<file path="config.mk">
export PLATFORM = sky130hd
export DESIGN_NAME = axil_master_arbiter
export DESIGN_NICKNAME = d
export VERILOG_FILES = /design/src/rtl/axil_master_arbiter.sv
export SDC_FILE = /design/constraint.sdc
export NUM_CORES = 1
export LEC_CHECK = 0
export ABC_CLOCK_PERIOD_IN_PS = 3200
export BUFFER_PORTS_ARGS = -buffer_cell sky130_fd_sc_hd__buf_4
export CAP_MARGIN = 20
export CORE_MARGIN = 2
export CORE_UTILIZATION = 40
export DETAILED_ROUTE_END_ITERATION = 7
export PLACE_DENSITY = 0.76
export SKIP_CTS_REPAIR_TIMING = 1
export SLEW_MARGIN = 25
export SYNTH_ARGS = -nofsm -noshare
export SYNTH_HDL_FRONTEND = slang
export SYNTH_SLANG_ARGS = --single-unit
</file>
<file path="constraint.sdc">
create_clock -name s_axi_aclk -period 3.2 [get_ports s_axi_aclk]
set_input_delay 0.8 -clock s_axi_aclk [delete_from_list [all_inputs] [get_ports s_axi_aclk]]
set_output_delay 0.8 -clock s_axi_aclk [all_outputs]
set_load 0.01 [all_outputs]
</file>
<file path="src/rtl/axil_master_arbiter.sv">
// Two-requester round-robin front end for a single AXI4-Lite slave.
// One transaction in flight at a time; every handshake wait is bounded by TIMEOUT cycles.
module axil_master_arbiter #(
    parameter int ADDR_W  = 24,
    parameter int DATA_W  = 32,
    parameter int TIMEOUT = 32
) (
    input  logic                  s_axi_aclk,
    input  logic                  s_axi_areset,
    input  logic [1:0]            req_valid,
    input  logic [1:0]            req_we,
    input  logic [2*ADDR_W-1:0]   req_addr,
    input  logic [2*DATA_W-1:0]   req_wdata,
    output logic [1:0]            req_ready,
    output logic [1:0]            rsp_valid,
    output logic [DATA_W-1:0]     rsp_rdata,
    output logic [1:0]            rsp_resp,
    output logic                  m_axi_awvalid,
    input  logic                  m_axi_awready,
    output logic [ADDR_W-1:0]     m_axi_awaddr,
    output logic                  m_axi_wvalid,
    input  logic                  m_axi_wready,
    output logic [DATA_W-1:0]     m_axi_wdata,
    output logic [3:0]            m_axi_wstrb,
    input  logic                  m_axi_bvalid,
    output logic                  m_axi_bready,
    input  logic [1:0]            m_axi_bresp,
    output logic                  m_axi_arvalid,
    input  logic                  m_axi_arready,
    output logic [ADDR_W-1:0]     m_axi_araddr,
    input  logic                  m_axi_rvalid,
    output logic                  m_axi_rready,
    input  logic [DATA_W-1:0]     m_axi_rdata,
    input  logic [1:0]            m_axi_rresp
);

    localparam int TW = $clog2(TIMEOUT);
    localparam logic [1:0] RESP_OKAY   = 2'b00;
    localparam logic [1:0] RESP_SLVERR = 2'b10;

    typedef enum logic [2:0] {IDLE, WR_ADDR, WR_RESP, RD_ADDR, RD_DATA, DONE} state_t;

    state_t              state_q, state_d;
    logic                gnt_q, gnt_d;
    logic                last_grant_q, last_grant_d;
    logic [ADDR_W-1:0]   addr_q, addr_d;
    logic [DATA_W-1:0]   wdata_q, wdata_d;
    logic [TW-1:0]       timer_q, timer_d;
    logic                awvalid_q, awvalid_d, wvalid_q, wvalid_d, bready_q, bready_d;
    logic                arvalid_q, arvalid_d, rready_q, rready_d;
    logic [1:0]          req_ready_q, req_ready_d, rsp_valid_q, rsp_valid_d;
    logic [DATA_W-1:0]   rsp_rdata_q, rsp_rdata_d;
    logic [1:0]          rsp_resp_q, rsp_resp_d;

    logic                gnt_sel, expired, aw_ok, w_ok;
    logic                fin;
    logic [1:0]          fin_resp;
    logic [DATA_W-1:0]   fin_data;

    assign expired = (timer_q == TW'(TIMEOUT - 1));

    always_comb begin
        state_d      = state_q;
        gnt_d        = gnt_q;
        last_grant_d = last_grant_q;
        addr_d       = addr_q;
        wdata_d      = wdata_q;
        awvalid_d    = awvalid_q;
        wvalid_d     = wvalid_q;
        bready_d     = bready_q;
        arvalid_d    = arvalid_q;
        rready_d     = rready_q;
        req_ready_d  = '0;
        rsp_valid_d  = '0;
        rsp_rdata_d  = '0;
        rsp_resp_d   = '0;
        timer_d      = timer_q + TW'(1);
        gnt_sel      = 1'b0;
        aw_ok        = 1'b0;
        w_ok         = 1'b0;
        fin          = 1'b0;
        fin_resp     = RESP_OKAY;
        fin_data     = '0;

        case (state_q)
            IDLE: begin
                timer_d = '0;
                if (req_valid != 2'b00) begin
                    gnt_sel = (req_valid == 2'b11) ? ~last_grant_q : req_valid[1];
                    gnt_d   = gnt_sel;
                    addr_d  = gnt_sel ? req_addr[ADDR_W +: ADDR_W] : req_addr[0 +: ADDR_W];
                    wdata_d = gnt_sel ? req_wdata[DATA_W +: DATA_W] : req_wdata[0 +: DATA_W];
                    req_ready_d[gnt_sel] = 1'b1;
                    if (req_we[gnt_sel]) begin
                        state_d   = WR_ADDR;
                        awvalid_d = 1'b1;
                        wvalid_d  = 1'b1;
                    end else begin
                        state_d   = RD_ADDR;
                        arvalid_d = 1'b1;
                    end
                end
            end
            WR_ADDR: begin
                // AW and W complete independently; a channel already done counts as ok
                aw_ok = !awvalid_q || m_axi_awready;
                w_ok  = !wvalid_q  || m_axi_wready;
                if (awvalid_q && m_axi_awready) awvalid_d = 1'b0;
                if (wvalid_q && m_axi_wready)   wvalid_d  = 1'b0;
                if (aw_ok && w_ok) begin
                    state_d  = WR_RESP;
                    bready_d = 1'b1;
                end else if (expired) begin
                    awvalid_d = 1'b0;
                    wvalid_d  = 1'b0;
                    fin       = 1'b1;
                    fin_resp  = RESP_SLVERR;
                end
            end
            WR_RESP: begin
                if (m_axi_bvalid) begin
                    bready_d = 1'b0;
                    fin      = 1'b1;
                    fin_resp = m_axi_bresp;
                end else if (expired) begin
                    bready_d = 1'b0;
                    fin      = 1'b1;
                    fin_resp = RESP_SLVERR;
                end
            end
            RD_ADDR: begin
                if (m_axi_arready) begin
                    arvalid_d = 1'b0;
                    rready_d  = 1'b1;
                    state_d   = RD_DATA;
                end else if (expired) begin
                    arvalid_d = 1'b0;
                    fin       = 1'b1;
                    fin_resp  = RESP_SLVERR;
                end
            end
            RD_DATA: begin
                if (m_axi_rvalid) begin
                    rready_d = 1'b0;
                    fin      = 1'b1;
                    fin_resp = m_axi_rresp;
                    fin_data = m_axi_rdata;
                end else if (expired) begin
                    rready_d = 1'b0;
                    fin      = 1'b1;
                    fin_resp = RESP_SLVERR;
                end
            end
            DONE: begin
                timer_d      = '0;
                last_grant_d = gnt_q;
                state_d      = IDLE;
            end
            default: begin
                timer_d = '0;
                state_d = IDLE;
            end
        endcase

        // Response outputs are loaded on the edge into DONE so the pulse lines up with that state
        if (fin) begin
            state_d              = DONE;
            rsp_valid_d[gnt_q]   = 1'b1;
            rsp_resp_d           = fin_resp;
            rsp_rdata_d          = fin_data;
        end
        if (state_d != state_q) timer_d = '0;
    end

    always_ff @(posedge s_axi_aclk) begin
        if (s_axi_areset) begin
            state_q      <= IDLE;
            gnt_q        <= 1'b0;
            last_grant_q <= 1'b1;
            addr_q       <= '0;
            wdata_q      <= '0;
            timer_q      <= '0;
            awvalid_q    <= 1'b0;
            wvalid_q     <= 1'b0;
            bready_q     <= 1'b0;
            arvalid_q    <= 1'b0;
            rready_q     <= 1'b0;
            req_ready_q  <= '0;
            rsp_valid_q  <= '0;
            rsp_rdata_q  <= '0;
            rsp_resp_q   <= '0;
        end else begin
            state_q      <= state_d;
            gnt_q        <= gnt_d;
            last_grant_q <= last_grant_d;
            addr_q       <= addr_d;
            wdata_q      <= wdata_d;
            timer_q      <= timer_d;
            awvalid_q    <= awvalid_d;
            wvalid_q     <= wvalid_d;
            bready_q     <= bready_d;
            arvalid_q    <= arvalid_d;
            rready_q     <= rready_d;
            req_ready_q  <= req_ready_d;
            rsp_valid_q  <= rsp_valid_d;
            rsp_rdata_q  <= rsp_rdata_d;
            rsp_resp_q   <= rsp_resp_d;
        end
    end

    assign req_ready     = req_ready_q;
    assign rsp_valid     = rsp_valid_q;
    assign rsp_rdata     = rsp_rdata_q;
    assign rsp_resp      = rsp_resp_q;
    assign m_axi_awvalid = awvalid_q;
    assign m_axi_awaddr  = addr_q;
    assign m_axi_wvalid  = wvalid_q;
    assign m_axi_wdata   = wdata_q;
    assign m_axi_wstrb   = 4'hF;
    assign m_axi_bready  = bready_q;
    assign m_axi_arvalid = arvalid_q;
    assign m_axi_araddr  = addr_q;
    assign m_axi_rready  = rready_q;

endmodule

</file>
==> results_dict.tcl, run 1 <==
set metrics [dict create \
    clkTransAtPathRegs_ns 0.07 \
    place_inst 834 \
    run_status "finished, final reports clean" \
    antenna_found_initial 0 \
    finalCritPeriodShare_pct 65.4 \
    io_pins 286 \
    timing.fmax_mhz 477 \
    final_cells 849 \
    crit_arrival_ns 2.37 \
    firstDrtPassIters 4 \
    p_leak_nw 3.16 \
    yosysUniqueCellTypes 47 \
    tns_ns 0 \
    dieArea_um2 12300 \
    max-cap-violations 0 \
    drt_iter0_markers 159 \
    synth_fa_ha_area_share_pct 0.549 \
    finClkSkew_ns 0.00939 \
    muxShareOfSynthArea_pct 13.0 \
    intPower_mw 3.33 \
    max_slew_margin_pct 49.2 \
    core-area_um2 11000 \
    finalWorstSetupSlack_ns 1.11 \
    fin_crit_ns 2.09 \
    ant_nets 0 \
    p_comb_share_pct 41.2 \
    die_w_um 111 \
    multi_input_area_um2 2010 \
    power_frac_seq_pct 38.7 \
    ys_ff_latch 109 \
    clock_sinks 109 \
    placementRows 38 \
    p_switching_mw 1.85 \
    cpPeakStageDelay_ns 0.63 \
    syn_inst 469 \
    synthFlopType "dfxtp_1" \
    p_sw_share_pct 35.8 \
    cts_buffer_depth 2 \
    hold_viol 0 \
    crit_buf_inv 0 \
    p_clk_share_pct 20.2 \
    hp-class "reg -> reg" \
    nFillCells 916 \
    synth-edff-count 0 \
    syn-cell-area_um2 4560 \
    wl_per_cell_um 15.1 \
    total_power_mw 5.18 \
    path_delay_family "simple AND/OR/NAND/NOR gates" \
    track_usage_pct 19.8 \
    drive_gt1_share_pct 43.4 \
    start_util_pct 41.5 \
    synth_top_family_by_area "compound AO/OA/AOI/OAI gates" \
    utilization_pct 62.2 \
    synthArstFlopShare_pct 0 \
    final_nets 866 \
    worst_pin_slew_ns 0.761 \
    powerDensity_nw_per_um2 759 \
    cts_buffers 9 \
    max-vdd-ir-drop_mv 0.406 \
    clk_latency_ns 0.34 \
    die_h_um 111 \
    antennaDiodeCount 0 \
    cts-root-buf "clkbuf_16" \
    port_buffers 281 \
    crit_fanout 31 \
    avgViaCountPerCell 4.92 \
    worstSetupPathType "reg -> reg" \
    dp_slack_ns 0.989 \
    rsz0062_at_grt "no" \
    required_ns 3.48 \
    grt_pass1_wl_mm 20.0 \
    hold_ws_ns 0.468 \
    grt.overflow.total 0 \
    syn2layout_area_growth_pct 49.8 \
    grt_pass1_vias 4082 \
    grt_start_max_net_pins 65 \
    routed_wl_mm 12.8 \
    avgSynthCellArea_um2 9.72 \
    cts_htree_levels 3 \
    critPathLaunchType "flop" \
    gp_congestion 0.955 \
    num_vias 4177 \
    cts_tree "yes" \
    place_hpwl_mm 9.88 \
    critPathSlowestCell "dfxtp_1" \
    route.detailed.drc 0 \
    yosysSeqAreaShare_pct 47.9 \
    final_cell_area_um2 6830 \
    path_cells "nor3b_2 > nand2_1 > nor2_2 > and2_1" \
    slew_violations 0 \
    yosys.area_share.simple_pct 14.5 \
    finalSetupViolCount 0 \
    synth-xor-area-share_pct 0.384 \
    yosys_warnings 0 \
    placed_area_um2 6540 \
    area.sequential_um2 2180 \
    cp-end-kind "flop" \
    synth_compound_area_share_pct 14.9 \
]
cell families after synthesis:
| family | Yosys count |
|---|---|
| mux | 59 |
| xor+xnor | 2 |
| other cells | 1 |
| fa+ha+maj | 2 |
| buf+inv | 69 |
| compound gates | 93 |
| flops | 109 |
| simple gates | 134 |
flip-flops by register name (all words and copies together) (netlist names):
signal	flops
m_axi_wdata	32
rsp_rdata	32
m_axi_araddr	24
timer_q	5
state_q	3
req_ready	2
rsp_resp	2
rsp_valid	2
gnt_q	1
last_grant_q	1
m_axi_arvalid	1
m_axi_awvalid	1
m_axi_bready	1
m_axi_rready	1
m_axi_wvalid	1
per-layer routing:
metal,GRT usage [%],vias up,share of wire [%]
met2,36.8,198,53
met4,6.50,0,1.3
met3,7.05,15,9.7
met1,20.6,1880,36
met5,0,-,0
li1,-,2084,-
power groups by stage:
stage | Clock (mW) | Sequential, mW | Combinational [mW]
after floorplan | 0 | 2.11 | 1.17
after global placement | 0 | 2.01 | 2.11
after detailed placement | 0 | 2.03 | 2.15
after CTS | 1.07 | 2.01 | 2.16
after global routing | 1.13 | 2.06 | 2.33
final | 1.04 | 2.00 | 2.13
worst paths after layout:
path	from	cells after the start	end	slack [ns]
setup reg to reg	state_q[2]$_SDFF_PP0_	4	rsp_rdata[5]$_SDFF_PP0_	1.11
hold / removal	timer_q[0]$_SDFF_PP0_	1	timer_q[0]$_SDFF_PP0_	0.47
hold reg to reg	timer_q[0]$_SDFF_PP0_	1	timer_q[0]$_SDFF_PP0_	0.47
setup / recovery	state_q[2]$_SDFF_PP0_	4	rsp_rdata[5]$_SDFF_PP0_	1.11
area by class of cell:
| class | count | share of cell area [%] |
|---|---|---|
| Sequential cell | 109 | 32.0 |
| Timing Repair Buffer | 285 | 31.5 |
| Multi-Input combinational cell | 294 | 29.5 |
| Clock buffer | 10 | 3.50 |
| Tap cell | 140 | 2.57 |
| Clock inverter | 5 | 0.660 |
| Inverter | 6 | 0.330 |
cells in the final DEF, fill, tap and decap left out, drive strengths merged, types with 2 or more instances in the layout:
cell     instances
o211ai           2
a31oi            4
mux2i           58
conb             4
a21boi           3
nor3b            4
o2111ai          2
a311o            2
inv              7
a211oi          56
buf            285
clkbuf          10
nor4             2
clkinv           3
and3             2
o21ai           10
a22oi            2
dfxtp          109
ha               2
nand2            3
nor2b            5
nor2            76
a21oi            6
nor3             2
or3              2
and2            31
and2b            2
synth_stat cells, drive strengths merged (2+ instances only):
library cell  instances  area (µm²)
and2                 31         194
nor2b                 5        31.3
a22oi                 2        15.0
a31oi                 4        25.0
nor3                  2        10.0
a311o                 2        21.3
inv                   6        22.5
a211oi               56         420
nor2                 76         285
a21oi                 6        33.8
dfxtp               109        2180
and3                  2        12.5
nand2                 3        11.3
clkbuf               16        62.6
nor3b                 4        35.0
mux2i                58         581
o211ai                2        15.0
o2111ai               2        17.5
a21boi                3        22.5
and2b                 2        15.0
or3                   2        12.5
ha                    2        25.0
o21ai                10        50.1
buf                  47         314
nor4                  2        18.8
worst reg2reg max path: stages, from the launching register on:
cell and delay [ns]:
dfxtp_1 0.63, nor3b_2 0.43, nand2_1 0.14, nor2_2 0.60
and2_1 0.23
Power figures use the tool's default switching activity.
==> run 2: changes to the inputs <==
Settings changed: ABC_CLOCK_PERIOD_IN_PS 3200 to 1800, CORE_UTILIZATION 40 to 39, PLACE_DENSITY 0.76 to 0.77.
Clock period 3.2 ns to 1.8 ns, I/O delays scaled along.
==> run 2 against run 1 <==
  * Clock power increased by 100%
  * Sequential power up 77%
  * Hold slack got worse by 0.16 ns
  * Non-clock buffer count rose by 15
  * Power rose by 87%
  * Design area is 3.3% higher
  * Clock skew fell by 0.0013 ns
  * Critical path type unchanged
==> results_dict.tcl, run 2 (synthesis results as in run 1) <==
set metrics [dict create \
    run_status "finished, final reports clean" \
    cts_buffers 9 \
    cp_num_cells 7 \
    clock_sinks 109 \
    required_ns 2.08 \
    final_cell_mix "buf_4, dfxtp_1, nor2_1" \
    hp-class "in -> reg" \
    clk_latency_ns 0.34 \
    ant_nets 0 \
    p_comb_share_pct 41.5 \
    grt_start_max_net_pins 72 \
    syn2layout_area_growth_pct 54.8 \
    hold_ws_ns 0.308 \
    worstSetupPathType "reg -> reg" \
    grt_pass1_wl_mm 20.9 \
    avgViaCountPerCell 4.87 \
    cp-end-kind "flop" \
    fin_crit_ns 1.73 \
    start_util_pct 39.9 \
    antenna_found_initial 1 \
    r2r_cells 7 \
    cts_buffer_depth 2 \
    num_vias 4236 \
    utilization_pct 61.8 \
    placementRows 39 \
    p_sw_share_pct 34.5 \
    path_cells "ha_2 > and3_4 > ha_4 > o21ai_1 > a21oi_1 > a2111o_1 > nor2_1" \
    p_switching_mw 3.35 \
    grt.overflow.total 0 \
    r2r_slack_ns 0.07 \
    intPower_mw 6.34 \
    gp_congestion 0.919 \
    power_frac_seq_pct 36.6 \
    critPathLaunchType "flop" \
    cts-root-buf "clkbuf_16" \
    io_pins 286 \
    powerDensity_nw_per_um2 1370 \
    total_power_mw 9.69 \
    core-area_um2 11400 \
    finalSetupViolCount 0 \
    cpPeakStageDelay_ns 0.49 \
    max-cap-violations 0 \
    grt_pass1_vias 4274 \
    dieArea_um2 12600 \
    crit_fanout 8 \
    min_path_cells 2 \
    place_hpwl_mm 10.5 \
    routed_wl_mm 13.4 \
    drive_gt1_share_pct 45.2 \
    die_h_um 112 \
    final_nets 881 \
    path_delay_family "compound AO/OA/AOI/OAI gates" \
    cts_htree_levels 3 \
    track_usage_pct 20.7 \
    port_buffers 281 \
    wl_per_cell_um 15.5 \
    dp_slack_ns -0.0627 \
    die_w_um 112 \
    cts_tree "yes" \
    crit_buf_inv 0 \
    finalWorstSetupSlack_ns 0.0663 \
    drt_iter0_markers 265 \
    timing.fmax_mhz 577 \
    final_common_cell "buf_4" \
    clkTransAtPathRegs_ns 0.07 \
    p_leak_nw 3.27 \
    crit_arrival_ns 2.01 \
    critPathSlowestCell "a2111o_1" \
    finClkSkew_ns 0.00809 \
    firstDrtPassIters 4 \
    max-vdd-ir-drop_mv 0.788 \
    tns_ns 0 \
    finalCritPeriodShare_pct 96.3 \
    slew_violations 0 \
    hold_viol 0 \
    p_clk_share_pct 21.9 \
    route.detailed.drc 0 \
]
run 2: area by class of cell:
type                            count  area, µm²
Antenna cell                        1       2.50
Multi-Input combinational cell    294       2030
Fill cell                         945       4360
Tap cell                          143        179
Clock buffer                       10        239
Clock inverter                      6       83.8
Sequential cell                   109       2180
Timing Repair Buffer              300       2310
Inverter                            6       22.5
run 2: path summary, 6_finish.rpt:
check,from,end
max,timer_q[1]$_SDFF_PP0_,timer_q[3]$_SDFF_PP0_
min,m_axi_rdata[8],rsp_rdata[8]$_SDFF_PP0_
max reg2reg,timer_q[1]$_SDFF_PP0_,timer_q[3]$_SDFF_PP0_
min reg2reg,gnt_q$_SDFFE_PP0P_,rsp_valid[0]$_SDFF_PP0_
run 2: worst register-to-register path: stages (launching register included):
cell      delay, ns
dfxtp_1        0.32
ha_2           0.19
and3_4         0.18
ha_4           0.18
o21ai_1        0.13
a21oi_1        0.07
a2111o_1       0.49
nor2_1         0.12
run 2: routing by layer:
metal	global-route usage [%]	up-vias	wire length, µm
met4	8.62	0	323
met3	5.94	22	1110
met5	0	-	0
met2	37.3	202	6930
met1	22.9	1891	5080
li1	-	2121	-
run 2: per-stage QoR:
| step | std cells | area (µm²) |
|---|---|---|
| 6_report | 869 | 7050 |
| 5_1_grt | 869 | 7050 |
| 3_3_place_gp | 850 | 6690 |
| 3_5_place_dp | 850 | 6690 |
| 4_1_cts | 866 | 7020 |
| 2_1_floorplan | 472 | 4580 |
run 2: power by group through the flow:
stage,clock network [mW],registers (mW),logic [mW]
floorplan,0,3.75,2.09
global placement,0,3.54,3.98
detailed placement,0,3.59,4.05
CTS,2.19,3.54,4.06
global route,2.28,3.63,4.41
finish,2.12,3.54,4.03
